**src/rtl/mbssoc_uart_tx_pkg.sv**
```systemverilog
// Shared constants and types for the UART transmit responder.
//   UART_DATA_ADDR        : CPU store address decoded by the bus controller
//   UART_CLK_DIV_DEFAULT  : clk cycles per bit (50 MHz / 115200)
//   UART_FIFO_AW_DEFAULT  : transmit FIFO address width (depth 16)
package mbssoc_uart_tx_pkg;

  localparam logic [31:0] UART_DATA_ADDR       = 32'h1000_0000;
  localparam int unsigned UART_CLK_DIV_DEFAULT = 434;
  localparam int unsigned UART_FIFO_AW_DEFAULT = 4;

  typedef enum logic [1:0] {
    ST_IDLE  = 2'd0,
    ST_START = 2'd1,
    ST_DATA  = 2'd2,
    ST_STOP  = 2'd3
  } uart_tx_state_e;

endpackage

```
**src/rtl/mbssoc_uart_tx_if.sv**
```systemverilog
// Bus-controller side of the UART transmitter.
//   uart_we    : write strobe, one cycle per store
//   data_in    : store data, bits [7:0] carry the character
//   fifo_full  : FIFO holds 2**FIFO_AW bytes
//   fifo_count : bytes queued, excluding the one being shifted
//   tx_busy    : a frame is in progress
//   wr_drop    : one-cycle pulse, a strobe was discarded because the FIFO was full
// master = bus controller, slave = transmitter.
interface mbssoc_uart_tx_if
  import mbssoc_uart_tx_pkg::*;
#(
  parameter int unsigned DATA_WIDTH = 32,
  parameter int unsigned FIFO_AW    = UART_FIFO_AW_DEFAULT
);
  logic                  uart_we;
  logic [DATA_WIDTH-1:0] data_in;
  logic                  fifo_full;
  logic [FIFO_AW:0]      fifo_count;
  logic                  tx_busy;
  logic                  wr_drop;

  modport master (
    output uart_we, data_in,
    input  fifo_full, fifo_count, tx_busy, wr_drop
  );

  modport slave (
    input  uart_we, data_in,
    output fifo_full, fifo_count, tx_busy, wr_drop
  );
endinterface

```
**src/rtl/mbssoc_sync_fifo.sv**
```systemverilog
// Parameterised synchronous FIFO, first-word fall-through read.
//   clk, rst : clock, asynchronous active-high reset
//   push     : write wdata when not full (full as registered)
//   pop      : advance the read pointer when not empty
//   rdata    : head entry
//   full     : count == 2**AW
//   empty    : count == 0
//   count    : entries held (AW+1 bits so full is representable)
module mbssoc_sync_fifo #(
  parameter int unsigned WIDTH = 8,
  parameter int unsigned AW    = 4
) (
  input  logic             clk,
  input  logic             rst,
  input  logic             push,
  input  logic             pop,
  input  logic [WIDTH-1:0] wdata,
  output logic [WIDTH-1:0] rdata,
  output logic             full,
  output logic             empty,
  output logic [AW:0]      count
);
  localparam int unsigned DEPTH = 1 << AW;

  logic [WIDTH-1:0] mem [DEPTH];
  logic [AW-1:0]    wr_ptr;
  logic [AW-1:0]    rd_ptr;
  logic             do_push;
  logic             do_pop;

  // A push while full is refused even if a pop happens on the same edge.
  assign do_push = push && !full;
  assign do_pop  = pop && !empty;

  always_ff @(posedge clk or posedge rst) begin
    if (rst) begin
      wr_ptr <= '0;
      rd_ptr <= '0;
      count  <= '0;
    end else begin
      if (do_push) wr_ptr <= wr_ptr + 1'b1;
      if (do_pop)  rd_ptr <= rd_ptr + 1'b1;
      case ({do_push, do_pop})
        2'b10:   count <= count + 1'b1;
        2'b01:   count <= count - 1'b1;
        default: count <= count;
      endcase
    end
  end

  always_ff @(posedge clk) begin
    if (do_push) mem[wr_ptr] <= wdata;
  end

  assign rdata = mem[rd_ptr];
  // count never exceeds DEPTH, so its MSB alone marks full.
  assign full  = count[AW];
  assign empty = (count == '0);
endmodule

```
**src/rtl/mbssoc_uart_tx.sv**
```systemverilog
// Write-only UART transmitter: queues the low byte of each strobed store and
// sends it as an 8N1 frame, LSB first, idle-high line.
//   clk, rst : clock, asynchronous active-high reset (tx goes high at once)
//   bus      : strobe/data in, full/count/busy/drop status out
//   tx       : registered serial output
module mbssoc_uart_tx
  import mbssoc_uart_tx_pkg::*;
#(
  parameter int unsigned DATA_WIDTH = 32,
  parameter int unsigned CLK_DIV    = UART_CLK_DIV_DEFAULT,
  parameter int unsigned FIFO_AW    = UART_FIFO_AW_DEFAULT
) (
  input  logic              clk,
  input  logic              rst,
  mbssoc_uart_tx_if.slave   bus,
  output logic              tx
);
  localparam int unsigned       CNT_W   = $clog2(CLK_DIV);
  localparam logic [CNT_W-1:0]  CNT_MAX = CNT_W'(CLK_DIV - 1);

  uart_tx_state_e   state_q, state_d;
  logic [CNT_W-1:0] cnt_q, cnt_d;
  logic [2:0]       idx_q, idx_d;
  logic [7:0]       shift_q, shift_d;
  logic             tx_q, tx_d;
  logic             wr_drop_q;
  logic             bit_tick;
  logic             pop;
  logic [7:0]       fifo_rdata;
  logic             fifo_empty;
  logic             fifo_full;
  logic [FIFO_AW:0] fifo_count;
  logic             unused_data_hi;

  assign unused_data_hi = ^bus.data_in[DATA_WIDTH-1:8];

  mbssoc_sync_fifo #(
    .WIDTH (8),
    .AW    (FIFO_AW)
  ) u_fifo (
    .clk   (clk),
    .rst   (rst),
    .push  (bus.uart_we),
    .pop   (pop),
    .wdata (bus.data_in[7:0]),
    .rdata (fifo_rdata),
    .full  (fifo_full),
    .empty (fifo_empty),
    .count (fifo_count)
  );

  assign bit_tick = (cnt_q == CNT_MAX);

  always_comb begin
    state_d = state_q;
    idx_d   = idx_q;
    shift_d = shift_q;
    pop     = 1'b0;
    case (state_q)
      ST_IDLE: begin
        if (!fifo_empty) begin
          pop     = 1'b1;
          shift_d = fifo_rdata;
          idx_d   = '0;
          state_d = ST_START;
        end
      end
      ST_START: begin
        if (bit_tick) state_d = ST_DATA;
      end
      ST_DATA: begin
        if (bit_tick) begin
          shift_d = {1'b0, shift_q[7:1]};
          idx_d   = idx_q + 1'b1;
          if (idx_q == 3'd7) state_d = ST_STOP;
        end
      end
      ST_STOP: begin
        if (bit_tick) begin
          if (!fifo_empty) begin
            pop     = 1'b1;
            shift_d = fifo_rdata;
            idx_d   = '0;
            state_d = ST_START;
          end else begin
            state_d = ST_IDLE;
          end
        end
      end
      default: state_d = ST_IDLE;
    endcase

    // Baud counter restarts on every state entry and at each bit boundary.
    cnt_d = (bit_tick || (state_d != state_q) || (state_q == ST_IDLE)) ? '0 : cnt_q + 1'b1;

    // tx is computed from the next state so the register leads the frame by no cycle.
    case (state_d)
      ST_START: tx_d = 1'b0;
      ST_DATA:  tx_d = shift_d[0];
      default:  tx_d = 1'b1;
    endcase
  end

  always_ff @(posedge clk or posedge rst) begin
    if (rst) begin
      state_q   <= ST_IDLE;
      cnt_q     <= '0;
      idx_q     <= '0;
      shift_q   <= '0;
      tx_q      <= 1'b1;
      wr_drop_q <= 1'b0;
    end else begin
      state_q   <= state_d;
      cnt_q     <= cnt_d;
      idx_q     <= idx_d;
      shift_q   <= shift_d;
      tx_q      <= tx_d;
      wr_drop_q <= bus.uart_we && fifo_full;
    end
  end

  assign tx             = tx_q;
  assign bus.fifo_full  = fifo_full;
  assign bus.fifo_count = fifo_count;
  assign bus.tx_busy    = (state_q != ST_IDLE);
  assign bus.wr_drop    = wr_drop_q;
endmodule

```
**src/flat_wrapper.sv**
```systemverilog
// flat-port wrapper written by rule: the top's interface ports become plain ports
module mbssoc_uart_tx_flat import mbssoc_uart_tx_pkg::*;
#(
  parameter int unsigned DATA_WIDTH = 32,
  parameter int unsigned CLK_DIV    = UART_CLK_DIV_DEFAULT,
  parameter int unsigned FIFO_AW    = UART_FIFO_AW_DEFAULT
)
  (clk, rst, tx, bus_uart_we, bus_data_in, bus_fifo_full, bus_fifo_count, bus_tx_busy, bus_wr_drop);
  mbssoc_uart_tx_if #(.DATA_WIDTH(DATA_WIDTH), .FIFO_AW(FIFO_AW)) bus_i ();
  input  logic clk;
  input  logic rst;
  output logic tx;
  input wire logic [$bits(bus_i.uart_we)-1:0] bus_uart_we;
  input wire logic [$bits(bus_i.data_in)-1:0] bus_data_in;
  output wire logic [$bits(bus_i.fifo_full)-1:0] bus_fifo_full;
  output wire logic [$bits(bus_i.fifo_count)-1:0] bus_fifo_count;
  output wire logic [$bits(bus_i.tx_busy)-1:0] bus_tx_busy;
  output wire logic [$bits(bus_i.wr_drop)-1:0] bus_wr_drop;
  assign bus_i.uart_we = bus_uart_we;
  assign bus_i.data_in = bus_data_in;
  assign bus_fifo_full = bus_i.fifo_full;
  assign bus_fifo_count = bus_i.fifo_count;
  assign bus_tx_busy = bus_i.tx_busy;
  assign bus_wr_drop = bus_i.wr_drop;
  mbssoc_uart_tx #(.DATA_WIDTH(DATA_WIDTH), .CLK_DIV(CLK_DIV), .FIFO_AW(FIFO_AW)) u_core (.clk(clk), .rst(rst), .bus(bus_i), .tx(tx));
endmodule
```
**config.mk**
```make
export PLATFORM = sky130hd
export DESIGN_NAME = mbssoc_uart_tx_flat
export DESIGN_NICKNAME = d
export VERILOG_FILES = /design/src/rtl/mbssoc_uart_tx_pkg.sv /design/src/rtl/mbssoc_uart_tx_if.sv /design/src/rtl/mbssoc_sync_fifo.sv /design/src/rtl/mbssoc_uart_tx.sv /design/src/flat_wrapper.sv
export SDC_FILE = /design/constraint.sdc
export NUM_CORES = 1
export LEC_CHECK = 0
export ABC_AREA = 1
export CORE_UTILIZATION = 52
export DETAILED_ROUTE_END_ITERATION = 12
export GPL_ROUTABILITY_DRIVEN = 0
export PLACE_DENSITY = 0.71
export REMOVE_ABC_BUFFERS = 1
export SLEW_MARGIN = 20
export SYNTH_ARGS = -nofsm -noshare
export SYNTH_HDL_FRONTEND = slang
export SYNTH_SLANG_ARGS = --single-unit
```
**constraint.sdc**
```tcl
create_clock -name clk -period 5.1 [get_ports clk]
set_input_delay 1.02 -clock clk [delete_from_list [all_inputs] [get_ports clk]]
set_output_delay 1.02 -clock clk [all_outputs]
set_load 0.02 [all_outputs]
```
==> summary.md <==
| Metric | Value |
|---|---|
| Status | completed |
| Crit end category | output port |
| Overall Global Routing Usage | 0.230 |
| Met3 Resource Use GR | 0.0534 |
| Synth Warn # | 0 |
| Post-synth EDFFs | 128 |
| Cts hold-fix bufs | 0 |
| RSZ-0062 raised after global routing | false |
| Fraction of layout cells with a size suffix above 1 | 0.0782 |
| CP Class | flop to output port |
| H-tree depth | 4 |
| Worst skew pair latency | about 0.43 ns |
| Leakage power | between 0.003 and 0.004 uW |
| Clock Tree Buf Depth | 2 |
| Clock skew | between 0.01 and 0.015 ns |
| DIE AREA | 14,800 um^2 |
| Slew headroom | 0.371 |
| Synth Cell Area | ~7400 um^2 |
| Worst vdd ir | about 0.37 mV |
| Synth cell types | 36 |
| DP Wirelength | 9.62 mm |
| GRT met1 Usage | 0.302 |
| Max Cap Violations | 0 |
| Final Slew Violations | 0 |
| Worst path most repeated cell | inv_1 |
| Startpoint type of the worst setup path | flop |
| Finished Layout Cells | roughly 900 |
| Drt first pass iters | 5 |
| Synth area leader | edfxtp_1 |
| Reg2Reg Setup Slack | between 2 and 2.5 ns |
| Pwr/cell area | a little under 400 nW/um^2 |
| Ports | between 40 and 50 |
| Die Wd | about 120 um |
| Crit path buf inv count | 3 |
| Setup violators final | 0 |
| Initial antenna violation count | 0 |
| Final ANT Viol Nets | 0 |
| Tightest Pin Transition | roughly 0.94 ns |
| Setup TNS | 0 ns |
| Inserted Clock Buffers | 17 |
| Mapped Cells | 714 |
| GRT Max-Usage Layer | met2 |
| Largest net degree at the start of global routing | 73 |
| CP max FO | 7 |
| Routed wire per std cell | 17.0 um |
| GR Overflow Total | 0 |
| Cell Chain, Critical Path | inv_1 > ha_1 > inv_1 > clkdlybuf4s50_1 |
| Ranking of synthesized cells by area | edfxtp_1, dfrtp_1, nor2_1 |
| Final Hold Viols | 0 |
| Die height | about 120 um |
| Via density | about 5.6 |
| Clk slew on worst S/H paths | 0.06 ns |
| Synth top area share | 0.517 |
| Vias in the first global route | between 4,000 and 5,000 |
| Clock root cell | clkbuf_16 |
| CTS resizes | 0 |
| DRC Markers | 0 |
| Seq cells post-synth | around 170 |
| Primary FF master, synth | edfxtp_1 |
| Grt met2 use | 0.362 |
| Crit path DAT | approximately 2.1 ns |
| Final instance area | about 8300 um^2 |
| Post-Syn Area per Cell | roughly 10 um^2 |
| Min Tclk post-route | between 3 and 4 ns |
| Async SR Flop Fraction | 0.224 |
| Initial core utilization | 0.533 |
| Row count | 43 |
| Area delta synth->final | 11.8% |
| Core area | around 14,000 um^2 |
| Clock sinks | roughly 170 |
| Top delay family on crit path | buffers and inverters |
| First-pass GRT wire length | 25.1 mm |
| Post-synthesis sequential area ratio | 0.642 |
| Routed WL | about 16 mm |
| Vias | approximately 5,100 |
| Final nets | just under 800 |
| Total power | between 3000 and 4000 uW |
| Dpl cell area | 7730 um^2 |
| Worst min-delay path class | flop to flop |
| Placed cells | between 800 and 900 |
| Initial DRC Count | 477 |
| Port Buffer Count | 19 |
| Slowest stage cell on the critical path | clkdlybuf4s50_1 |
| Ant diodes | 0 |
| Worst Path Required | between 4 and 5 ns |
| Critical Path Max Stage Delay | 0.59 ns |
| CTS tree | yes |
| Final Cycle Share | 0.609 |
| FMAX | roughly 320 MHz |
| Total setup buffers inserted after CTS | 0 |
## cells in the mapped netlist (all sizes together) (3+ instances only)
library cell	instances
a21oi	13
buf	18
nand2	123
ha	18
o221ai	3
nand3	57
clkbuf	8
edfxtp	128
nand4	3
xor2	11
nor2	154
inv	50
dfrtp	36
o21ai	70
nor3	10
## cells by family after synthesis
kind of cell | share of synthesized area
XOR/XNOR | 0.0153
flip-flops | 0.642
adder cells (fa/ha/maj) | 0.0330
AO/OA/AOI/OAI | 0.0675
buffers and inverters | 0.0445
AND/OR/NAND/NOR | 0.198
## cell usage in the layout, fill, tap and decap left out, types with 4 or more instances in the layout
cell type,Yosys,final
a21oi_1,12,12
inv_2,4,4
clkbuf_16,0,17
edfxtp_1,128,128
inv_1,46,46
clkinv_4,0,5
xor2_1,11,11
nor2_1,150,150
nand2_2,6,6
ha_1,18,18
nor3_1,10,10
nand3_1,53,53
nand2_1,117,117
o21ai_0,68,68
clkdlybuf4s50_1,0,19
dfrtp_1,36,35
## worst paths after layout
check / to / startpoint / cells after the start
worst min register to register: u_core.idx_q[1]$_DFFE_PP0P_ / u_core.idx_q[1]$_DFFE_PP0P_ / 1
max in group asynchronous: u_core.tx$_DFF_PP1_ / rst / 3
worst max-delay path: bus_tx_busy / u_core.state_q[1]$_DFF_PP0_ / 4
worst min-delay path: u_core.idx_q[1]$_DFFE_PP0P_ / u_core.idx_q[1]$_DFFE_PP0P_ / 1
min in group asynchronous: u_core.u_fifo.count[0]$_DFFE_PP0P_ / rst / 3
worst max register to register: u_core.u_fifo.count[4]$_DFFE_PP0P_ / u_core.state_q[1]$_DFF_PP0_ / 14
## stage by stage
stage | util | worst slack, ns | hold slack (ns)
after floorplan | - | 2.32 | 0.464
after global placement | 0.555 | 2.00 | 0.477
after detailed placement | 0.555 | 1.97 | 0.488
after CTS | 0.596 | 1.97 | 0.506
after global routing | 0.596 | 1.89 | 0.530
final | 0.596 | 2.00 | 0.502
## worst register-to-register path: stages (launching register included)
cell and delay [ns]:
dfrtp_1 0.50, inv_1 0.18, ha_1 0.30, a21oi_4 0.26, nor2_2 0.06, nand2_1 0.13
inv_2 0.07, ha_1 0.23, ha_1 0.34, nand2_1 0.08, nor2_1 0.04, a211oi_1 0.22
nor2_1 0.07, nor2_1 0.16, xor2_1 0.16
## where the power goes
part	switching, uW	internal (uW)	leakage, uW
logic	247	121	0.00135
registers	57.1	1570	0.00161
clock network	538	707	0.000287
total	842	2400	0.00324
## registers in the layout, summed over array words and instances (netlist names)
register / count
u_core.u_fifo.mem: 128
u_core.bus.wr_drop: 1
u_core.u_fifo.rd_ptr: 4
u_core.cnt_q: 9
u_core.u_fifo.wr_ptr: 4
u_core.shift_q: 8
u_core.idx_q: 3
u_core.u_fifo.count: 5
u_core.tx: 1
u_core.state_q: 2
## final cells by class
class                   count  area (um^2)
flip-flops and latches    165         4770
well taps                 180          225
clock inverters            12          121
repair buffers             22          213
inverters                  51          191
clock buffers              20          457
fillers                  1064         5630
multi-input cells         472         2330
## metal layers
layer / routed length (um) / share of wire
met1: 6850 / 0.44
met2: 7490 / 0.48
met3: 815 / 0.052
met4: 497 / 0.032
met5: 0 / 0
Power figures use the tool's default switching activity.
